$ cat src/rtl/mem_access_ctrl_if.sv
// ---------------------------------------------------------------------------
// mem_access_ctrl_if
//   Single-beat req/ack data-memory bus between the MEM-stage controller
//   (master) and the data memory (slave).
//   bus_req    master -> slave   request, held until bus_ack
//   bus_we     master -> slave   1 = write, 0 = read; valid while bus_req
//   bus_addr   master -> slave   byte address; valid while bus_req
//   bus_wdata  master -> slave   write data; valid while bus_req
//   bus_ack    slave  -> master  acknowledge; only meaningful while bus_req
//   bus_rdata  slave  -> master  read data; valid in the bus_ack cycle
// ---------------------------------------------------------------------------
interface mem_access_ctrl_if #(
  parameter int AW = 32,
  parameter int DW = 32
);
  logic          bus_req;
  logic          bus_we;
  logic [AW-1:0] bus_addr;
  logic [DW-1:0] bus_wdata;
  logic          bus_ack;
  logic [DW-1:0] bus_rdata;

  modport master (
    output bus_req, bus_we, bus_addr, bus_wdata,
    input  bus_ack, bus_rdata
  );

  modport slave (
    input  bus_req, bus_we, bus_addr, bus_wdata,
    output bus_ack, bus_rdata
  );
endinterface

$ cat src/rtl/mem_access_ctrl.sv
// ---------------------------------------------------------------------------
// mem_access_ctrl
//   Memory-stage bus controller. Turns a registered load/store strobe from
//   the MEM pipeline register into one single-beat req/ack bus transaction,
//   stalling the pipeline until it completes or times out.
//   clk       clock, rising edge
//   rst_n     asynchronous reset, active low
//   memrq_i   load request
//   memwq_i   store request
//   addr_i    byte address, valid with a strobe
//   wdata_i   store data, valid with memwq_i
//   stall_o   hold upstream pipeline (combinational)
//   done_o    one-cycle pulse: transaction completed
//   rdata_o   load result, valid from done until the next done
//   err_o     one-cycle pulse: illegal request or bus timeout
//   bus       data-memory bus, master side
// ---------------------------------------------------------------------------
module mem_access_ctrl #(
  parameter int AW    = 32,
  parameter int DW    = 32,
  parameter int TMO_W = 8
) (
  input  logic                       clk,
  input  logic                       rst_n,
  input  logic                       memrq_i,
  input  logic                       memwq_i,
  input  logic [AW-1:0]              addr_i,
  input  logic [DW-1:0]              wdata_i,
  output logic                       stall_o,
  output logic                       done_o,
  output logic [DW-1:0]              rdata_o,
  output logic                       err_o,
  mem_access_ctrl_if.master          bus
);

  typedef enum logic [0:0] {
    S_IDLE = 1'b0,
    S_BUS  = 1'b1
  } state_t;

  // The counter holds the number of unacknowledged BUS cycles already spent
  // before the current one, so the 2**TMO_W-1'th waiting cycle is the one in
  // which the counter reads 2**TMO_W-2.
  localparam logic [TMO_W-1:0] TMO_LAST = {{(TMO_W-1){1'b1}}, 1'b0};

  state_t           state_q, state_d;
  logic [TMO_W-1:0] tmo_q, tmo_d;
  logic             req_q, req_d;
  logic             we_q, we_d;
  logic [AW-1:0]    addr_q, addr_d;
  logic [DW-1:0]    wdata_q, wdata_d;
  logic [DW-1:0]    rdata_q, rdata_d;
  logic             done_q, done_d;
  logic             err_q, err_d;

  logic             strobe_one;
  logic             strobe_both;

  assign strobe_one  = memrq_i ^ memwq_i;
  assign strobe_both = memrq_i & memwq_i;

  // NOTE: every signal gets its hold/default value before the case statement,
  // so no path leaves a combinational output unassigned and no latch is built.
  always_comb begin
    state_d = state_q;
    tmo_d   = tmo_q;
    req_d   = req_q;
    we_d    = we_q;
    addr_d  = addr_q;
    wdata_d = wdata_q;
    rdata_d = rdata_q;
    done_d  = 1'b0;
    err_d   = 1'b0;

    unique case (state_q)
      S_IDLE: begin
        if (strobe_one) begin
          state_d = S_BUS;
          tmo_d   = '0;
          req_d   = 1'b1;
          we_d    = memwq_i;
          addr_d  = addr_i;
          wdata_d = wdata_i;
        end else if (strobe_both) begin
          err_d = 1'b1;
        end
      end
      S_BUS: begin
        // An ack in the final waiting cycle still completes normally.
        if (bus.bus_ack) begin
          state_d = S_IDLE;
          req_d   = 1'b0;
          done_d  = 1'b1;
          if (!we_q) rdata_d = bus.bus_rdata;
        end else if (tmo_q == TMO_LAST) begin
          state_d = S_IDLE;
          req_d   = 1'b0;
          err_d   = 1'b1;
          tmo_d   = '0;
        end else begin
          tmo_d = tmo_q + TMO_W'(1);
        end
      end
      default: state_d = S_IDLE;
    endcase
  end

  // NOTE: state registers use non-blocking assignments so every flop samples
  // the pre-edge values computed above, independent of statement order.
  always_ff @(posedge clk or negedge rst_n) begin
    if (!rst_n) begin
      state_q <= S_IDLE;
      tmo_q   <= '0;
      req_q   <= 1'b0;
      we_q    <= 1'b0;
      addr_q  <= '0;
      wdata_q <= '0;
      rdata_q <= '0;
      done_q  <= 1'b0;
      err_q   <= 1'b0;
    end else begin
      state_q <= state_d;
      tmo_q   <= tmo_d;
      req_q   <= req_d;
      we_q    <= we_d;
      addr_q  <= addr_d;
      wdata_q <= wdata_d;
      rdata_q <= rdata_d;
      done_q  <= done_d;
      err_q   <= err_d;
    end
  end

  // Stall covers the capture cycle and every BUS cycle; it is low in the
  // done/err cycle unless a fresh strobe is already waiting there.
  assign stall_o = ((state_q == S_IDLE) && strobe_one) || (state_q == S_BUS);

  assign done_o        = done_q;
  assign err_o         = err_q;
  assign rdata_o       = rdata_q;
  assign bus.bus_req   = req_q;
  assign bus.bus_we    = we_q;
  assign bus.bus_addr  = addr_q;
  assign bus.bus_wdata = wdata_q;

endmodule

$ cat src/flat_wrapper.sv
// flat-port wrapper written by rule: the top's interface ports become plain ports
module mem_access_ctrl_flat 
#(
  parameter int AW    = 32,
  parameter int DW    = 32,
  parameter int TMO_W = 8
)
  (clk, rst_n, memrq_i, memwq_i, addr_i, wdata_i, stall_o, done_o, rdata_o, err_o, bus_bus_req, bus_bus_we, bus_bus_addr, bus_bus_wdata, bus_bus_ack, bus_bus_rdata);
  mem_access_ctrl_if #(.AW(AW), .DW(DW)) bus_i ();
  input  logic clk;
  input  logic rst_n;
  input  logic memrq_i;
  input  logic memwq_i;
  input  logic [AW-1:0] addr_i;
  input  logic [DW-1:0] wdata_i;
  output logic stall_o;
  output logic done_o;
  output logic [DW-1:0] rdata_o;
  output logic err_o;
  output wire logic [$bits(bus_i.bus_req)-1:0] bus_bus_req;
  output wire logic [$bits(bus_i.bus_we)-1:0] bus_bus_we;
  output wire logic [$bits(bus_i.bus_addr)-1:0] bus_bus_addr;
  output wire logic [$bits(bus_i.bus_wdata)-1:0] bus_bus_wdata;
  input wire logic [$bits(bus_i.bus_ack)-1:0] bus_bus_ack;
  input wire logic [$bits(bus_i.bus_rdata)-1:0] bus_bus_rdata;
  assign bus_bus_req = bus_i.bus_req;
  assign bus_bus_we = bus_i.bus_we;
  assign bus_bus_addr = bus_i.bus_addr;
  assign bus_bus_wdata = bus_i.bus_wdata;
  assign bus_i.bus_ack = bus_bus_ack;
  assign bus_i.bus_rdata = bus_bus_rdata;
  mem_access_ctrl #(.AW(AW), .DW(DW), .TMO_W(TMO_W)) u_core (.clk(clk), .rst_n(rst_n), .memrq_i(memrq_i), .memwq_i(memwq_i), .addr_i(addr_i), .wdata_i(wdata_i), .stall_o(stall_o), .done_o(done_o), .rdata_o(rdata_o), .err_o(err_o), .bus(bus_i));
endmodule
$ cat config.mk
export PLATFORM = sky130hd
export DESIGN_NAME = mem_access_ctrl_flat
export DESIGN_NICKNAME = d
export VERILOG_FILES = /design/src/rtl/mem_access_ctrl_if.sv /design/src/rtl/mem_access_ctrl.sv /design/src/flat_wrapper.sv
export SDC_FILE = /design/constraint.sdc
export NUM_CORES = 1
export LEC_CHECK = 0
export CAP_MARGIN = 10
export CORE_UTILIZATION = 30
export CTS_BUF_LIST = sky130_fd_sc_hd__clkbuf_8 sky130_fd_sc_hd__clkbuf_16
export DETAILED_ROUTE_END_ITERATION = 6
export GPL_ROUTABILITY_DRIVEN = 0
export GPL_TIMING_DRIVEN = 1
export PLACE_DENSITY_LB_ADDON = 0.12
export SYNTH_ARGS = -nofsm -noshare
export SYNTH_HDL_FRONTEND = slang
export SYNTH_SLANG_ARGS = --single-unit
$ cat constraint.sdc
create_clock -name clk -period 1.35 [get_ports clk]
set_input_delay 0.27 -clock clk [delete_from_list [all_inputs] [get_ports clk]]
set_output_delay 0.27 -clock clk [all_outputs]
set_load 0.1 [all_outputs]
-- Word level (Yosys, flattened, before mapping)
Index checks and enable logic that the tools add are counted.
- bits in registers: 109
- bits of input ports: 101
- add/subtract/negate cells: 1
- equality and inequality tests: 4
- multiplexer cells: 19
- bitwise operators: 4
- reductions and logical operators: 6
- operators with widths (cell ; count):
    $mux 8 ; 3
    $pmux 8 s2 ; 1
    $mux 1 ; 12
    $add 8x1->8 const B ; 1
    $eq 8x8->1 const B ; 1
    $pmux 1 s2 ; 3
    $reduce_and 2->1 ; 3
    $ne 3x3->1 const B ; 1
    $reduce_and 3->1 ; 1
    $ne 2x1->1 const B ; 1
    $ne 2x2->1 const B ; 1
    $not 1->1 ; 2
    $and 1x1->1 ; 1
    $logic_and 1x1->1 ; 1
    $logic_or 1x1->1 ; 1
    $xor 1x1->1 ; 1

-- Logic depth before layout (Yosys ltp)
- word-level depth: 4
- depth in mapped cells: 5
- mapped depth without buffers: 5

-- Worst setup path before layout
OpenSTA, ideal clock, no wires.
- path type: reg2reg
- from: reg u_core.we_q, in the netlist u_core.bus.bus_we
- to: reg u_core.rdata_q[0], in the netlist u_core.rdata_o[0]
- library setup time: 0.126 ns
- data arrival time: 1.692 ns
- required time: 1.224 ns
- path slack: -0.468 ns
- stages on the path, launching flop included: 5
- cells stage by stage: dfrtp_1 -> or2_1 -> buf_6 -> buf_6 -> mux2_2
- longest elaborated chain between the ends: 2
- RTL lines (element ; RTL line ; source):
    start, declared ; mem_access_ctrl.sv:49 ; logic we_q, we_d;
    start signal, assigned ; mem_access_ctrl.sv:125 ; we_q <= we_d;
    $not 1->1 (no line) ; - ;
    $reduce_and 3->1 (no line) ; - ;
    end signal, assigned ; mem_access_ctrl.sv:128 ; rdata_q <= rdata_d;
    end, declared ; mem_access_ctrl.sv:52 ; logic [DW-1:0] rdata_q, rdata_d;
No other way between the ends.
A chain may end at the register's enable or synchronous reset.

-- Worst setup path after layout
- from: in memwq_i
- to: out stall_o
- longest elaborated chain between the ends: 3
- RTL lines (element ; RTL line ; source):
    start, declared ; flat_wrapper.sv:13 ; input logic memwq_i;
    $xor 1x1->1 ; mem_access_ctrl.sv:59 ; assign strobe_one = memrq_i ^ memwq_i;
    $logic_and 1x1->1 ; mem_access_ctrl.sv:136 ; assign stall_o = ((state_q == S_IDLE) && strobe_one) || (state_q == S_BUS);
    $logic_or 1x1->1 ; mem_access_ctrl.sv:136 ;
    end, declared ; flat_wrapper.sv:16 ; output logic stall_o;
No other way between the ends.

==> run metrics <==
crit-path cells clkdlybuf4s15_1 -> ha_4 -> buf_4 -> or2_4 -> buf_12; register area share after synthesis 0.640; Hold Path Depth 2; top-count cell post-synth dfrtp_1; synthesized flop and latch total 109; largest net degree at the start of global routing 82; unrepaired setup endpoints after global routing true; CP max stage cell or2_4; cell count after synthesis 270; Die X 121 um; top post-synthesis cells by count dfrtp_1, mux2_2, buf_6, o21ai_0, nand2_1; Max Cap Violations 0; core box area 13900 sq um; final hold viol count 0; initial DRC count 116; GRT Total Usage 0.162; Synth Cell Area 4260 sq um; GRT overflow 0; CP arrival 1.31 ns; worst min-delay path endpoint u_core.bus.bus_we$_DFFE_PN0P_; area leader, netlist dfrtp_1; R2R depth 4; final setup fails 103; syn_nets 374; fill cell count 1038; initial core utilization 0.307; Setup CP Type input pin to primary output; CP top delay family buffers and inverters; yosys warns 0; CTS sink cnt 109; Die Span Y 121 um; antenna violations before repair 0; status complete, but fails checks; CP Data Required Time 1.08 ns; I/O Pins 202; Critical Path Max Stage Delay 0.27 ns; clk_skew 0.00438 ns; Main synth FF type dfrtp_1; vias per cell 4.48; drt total wl 11900 um; fin nets 615; worst slew pin tran 0.450 ns; via count 3115; Final ANT Viol Nets 0; reg-to-reg endpoint u_core.bus.bus_wdata[18]$_DFFE_PN0P_; min cycle time layout 1.58 ns; Setup WS post-layout -0.231 ns; Remaining DRCs 0; area occupied by registers 2730 sq um; FMAX 633 MHz; placed cell count 661; TritonCTS clock tree done; H-Tree Depth 3; r2r setup slk -0.20 ns; CTS max path bufs 2; vias in the first global route 3259; Multi-input gate area 1690 sq um; post-synth top area share 0.640; CP startpoint kind input pin; average wire per standard cell 17.2 um; Worst setup EP type primary output; hold_sp memwq_i; Port Buf Inserts 201; Final Non-Filler Cells 696; Max FO, Critical Path 3; n_diodes 0; global-route wire length before repair 17800 um; Mean Syn Cell Area 15.8 sq um; Reg clk slew, reported paths 0.07 ns; Tcrit/Tclk final 1.17; R2R Path Start u_core.state_q$_DFF_PN0_; Post-synth EDFFs 0; critical path buffer and inverter count 3; layout cells sized above 1 0.523; final slew viol count 0; fraction of registers with async set/reset 1.00; Synth area leaders dfrtp_1, mux2_2, buf_6, mux2_4, ha_1; Yosys cell types 33; detailed placer's ending HPWL 8220 um; Synth-to-Final Area Change 99.3%; Clock Tree Root clkbuf_16; area of the die 14700 sq um; Clock Latency Late Sink 0.35 ns; failing checks setup timing; Pre-Repair DR Iteration Count 6; num rows 43; min-delay worst type input pin to flip-flop; Slew headroom 0.700; CTS buffer count 9
state kept, by name, indices dropped and copies added, names as in the netlist, 8 cells and up:
| register | cells |
|---|---|
| u_core.bus.bus_addr | 32 |
| u_core.bus.bus_wdata | 32 |
| u_core.rdata_o | 32 |
| u_core.tmo_q | 8 |
metal layers:
metal | global-route usage | part of all wire | routed length (um)
met4 | 0.0702 | 0.022 | 263
met5 | 0 | 0 | 0
met2 | 0.262 | 0.52 | 6210
met3 | 0.0423 | 0.051 | 605
met1 | 0.204 | 0.41 | 4860
placed cells by master (no fill, tap or decap), types with 6 or more instances in the layout:
master           synthesis  routed
clkdlybuf4s50_1          0      97
buf_12                   0     107
buf_4                    1      17
clkbuf_16                0      13
nand2_1                  6       6
buf_6                    8      10
mux2_4                   3      53
inv_1                    4       7
dfrtp_1                109     108
mux2_2                  94      44
worst max-delay path by stage:
stage	startpoint	to	cells after the start
floorplan	u_core.bus.bus_we$_DFFE_PN0P_	u_core.rdata_o[2]$_DFFE_PN0P_	4
global placement	memwq_i	u_core.bus.bus_addr[31]$_DFFE_PN0P_	5
detailed placement	memwq_i	u_core.bus.bus_addr[31]$_DFFE_PN0P_	5
CTS	u_core.state_q$_DFF_PN0_	stall_o	3
global route	u_core.state_q$_DFF_PN0_	u_core.bus.bus_we$_DFFE_PN0P_	4
finish	memwq_i	stall_o	5
logic make-up after synthesis:
| group | share of synthesized area |
|---|---|
| xor gates and xnor gates | 0.00205 |
| buffers and inverters | 0.0296 |
| adders and majority gates | 0.00880 |
| AOI/OAI and AO/OA | 0.0238 |
| DFF | 0.640 |
| and+or+nand+nor | 0.0349 |
| muxes | 0.261 |
cell type report:
cell class                 instances  share of cell area
clock inverter                     3             0.00133
inverter                           4             0.00177
clock buffer                      13              0.0330
multi-input combinational        146               0.198
sequential                       109               0.321
timing repair buffer             241               0.418
tap                              180              0.0265
per-stage QoR:
| step | hold slack [ns] | worst slack (ns) | utilization | cell area, sq um | setup TNS [ns] |
|---|---|---|---|---|---|
| final | 0.346 | -0.231 | 0.612 | 8500 | -14.36 |
| after global routing | 0.347 | -0.259 | 0.612 | 8500 | -21.13 |
| after CTS | 0.330 | -0.233 | 0.595 | 8260 | -13.77 |
| after detailed placement | 0.330 | -0.617 | 0.562 | 7800 | -55.10 |
| after global placement | 0.331 | -0.588 | 0.562 | 7800 | -53.18 |
| after floorplan | -0.0256 | -0.185 | - | 4450 | -6.83 |
repair_timing:
item	in CTS	in global routing
setup buffers	5	6
resized for setup	25	20
pin swaps	2	6
endpoints found under the setup margin	94	106
gates cloned	2	6
hold buffers	1	0
hold endpoints to repair	109	0
Power is left out: the tool's default activity adds up to more than one toggle a clock period on the data nets, which glitch-free logic cannot reach.
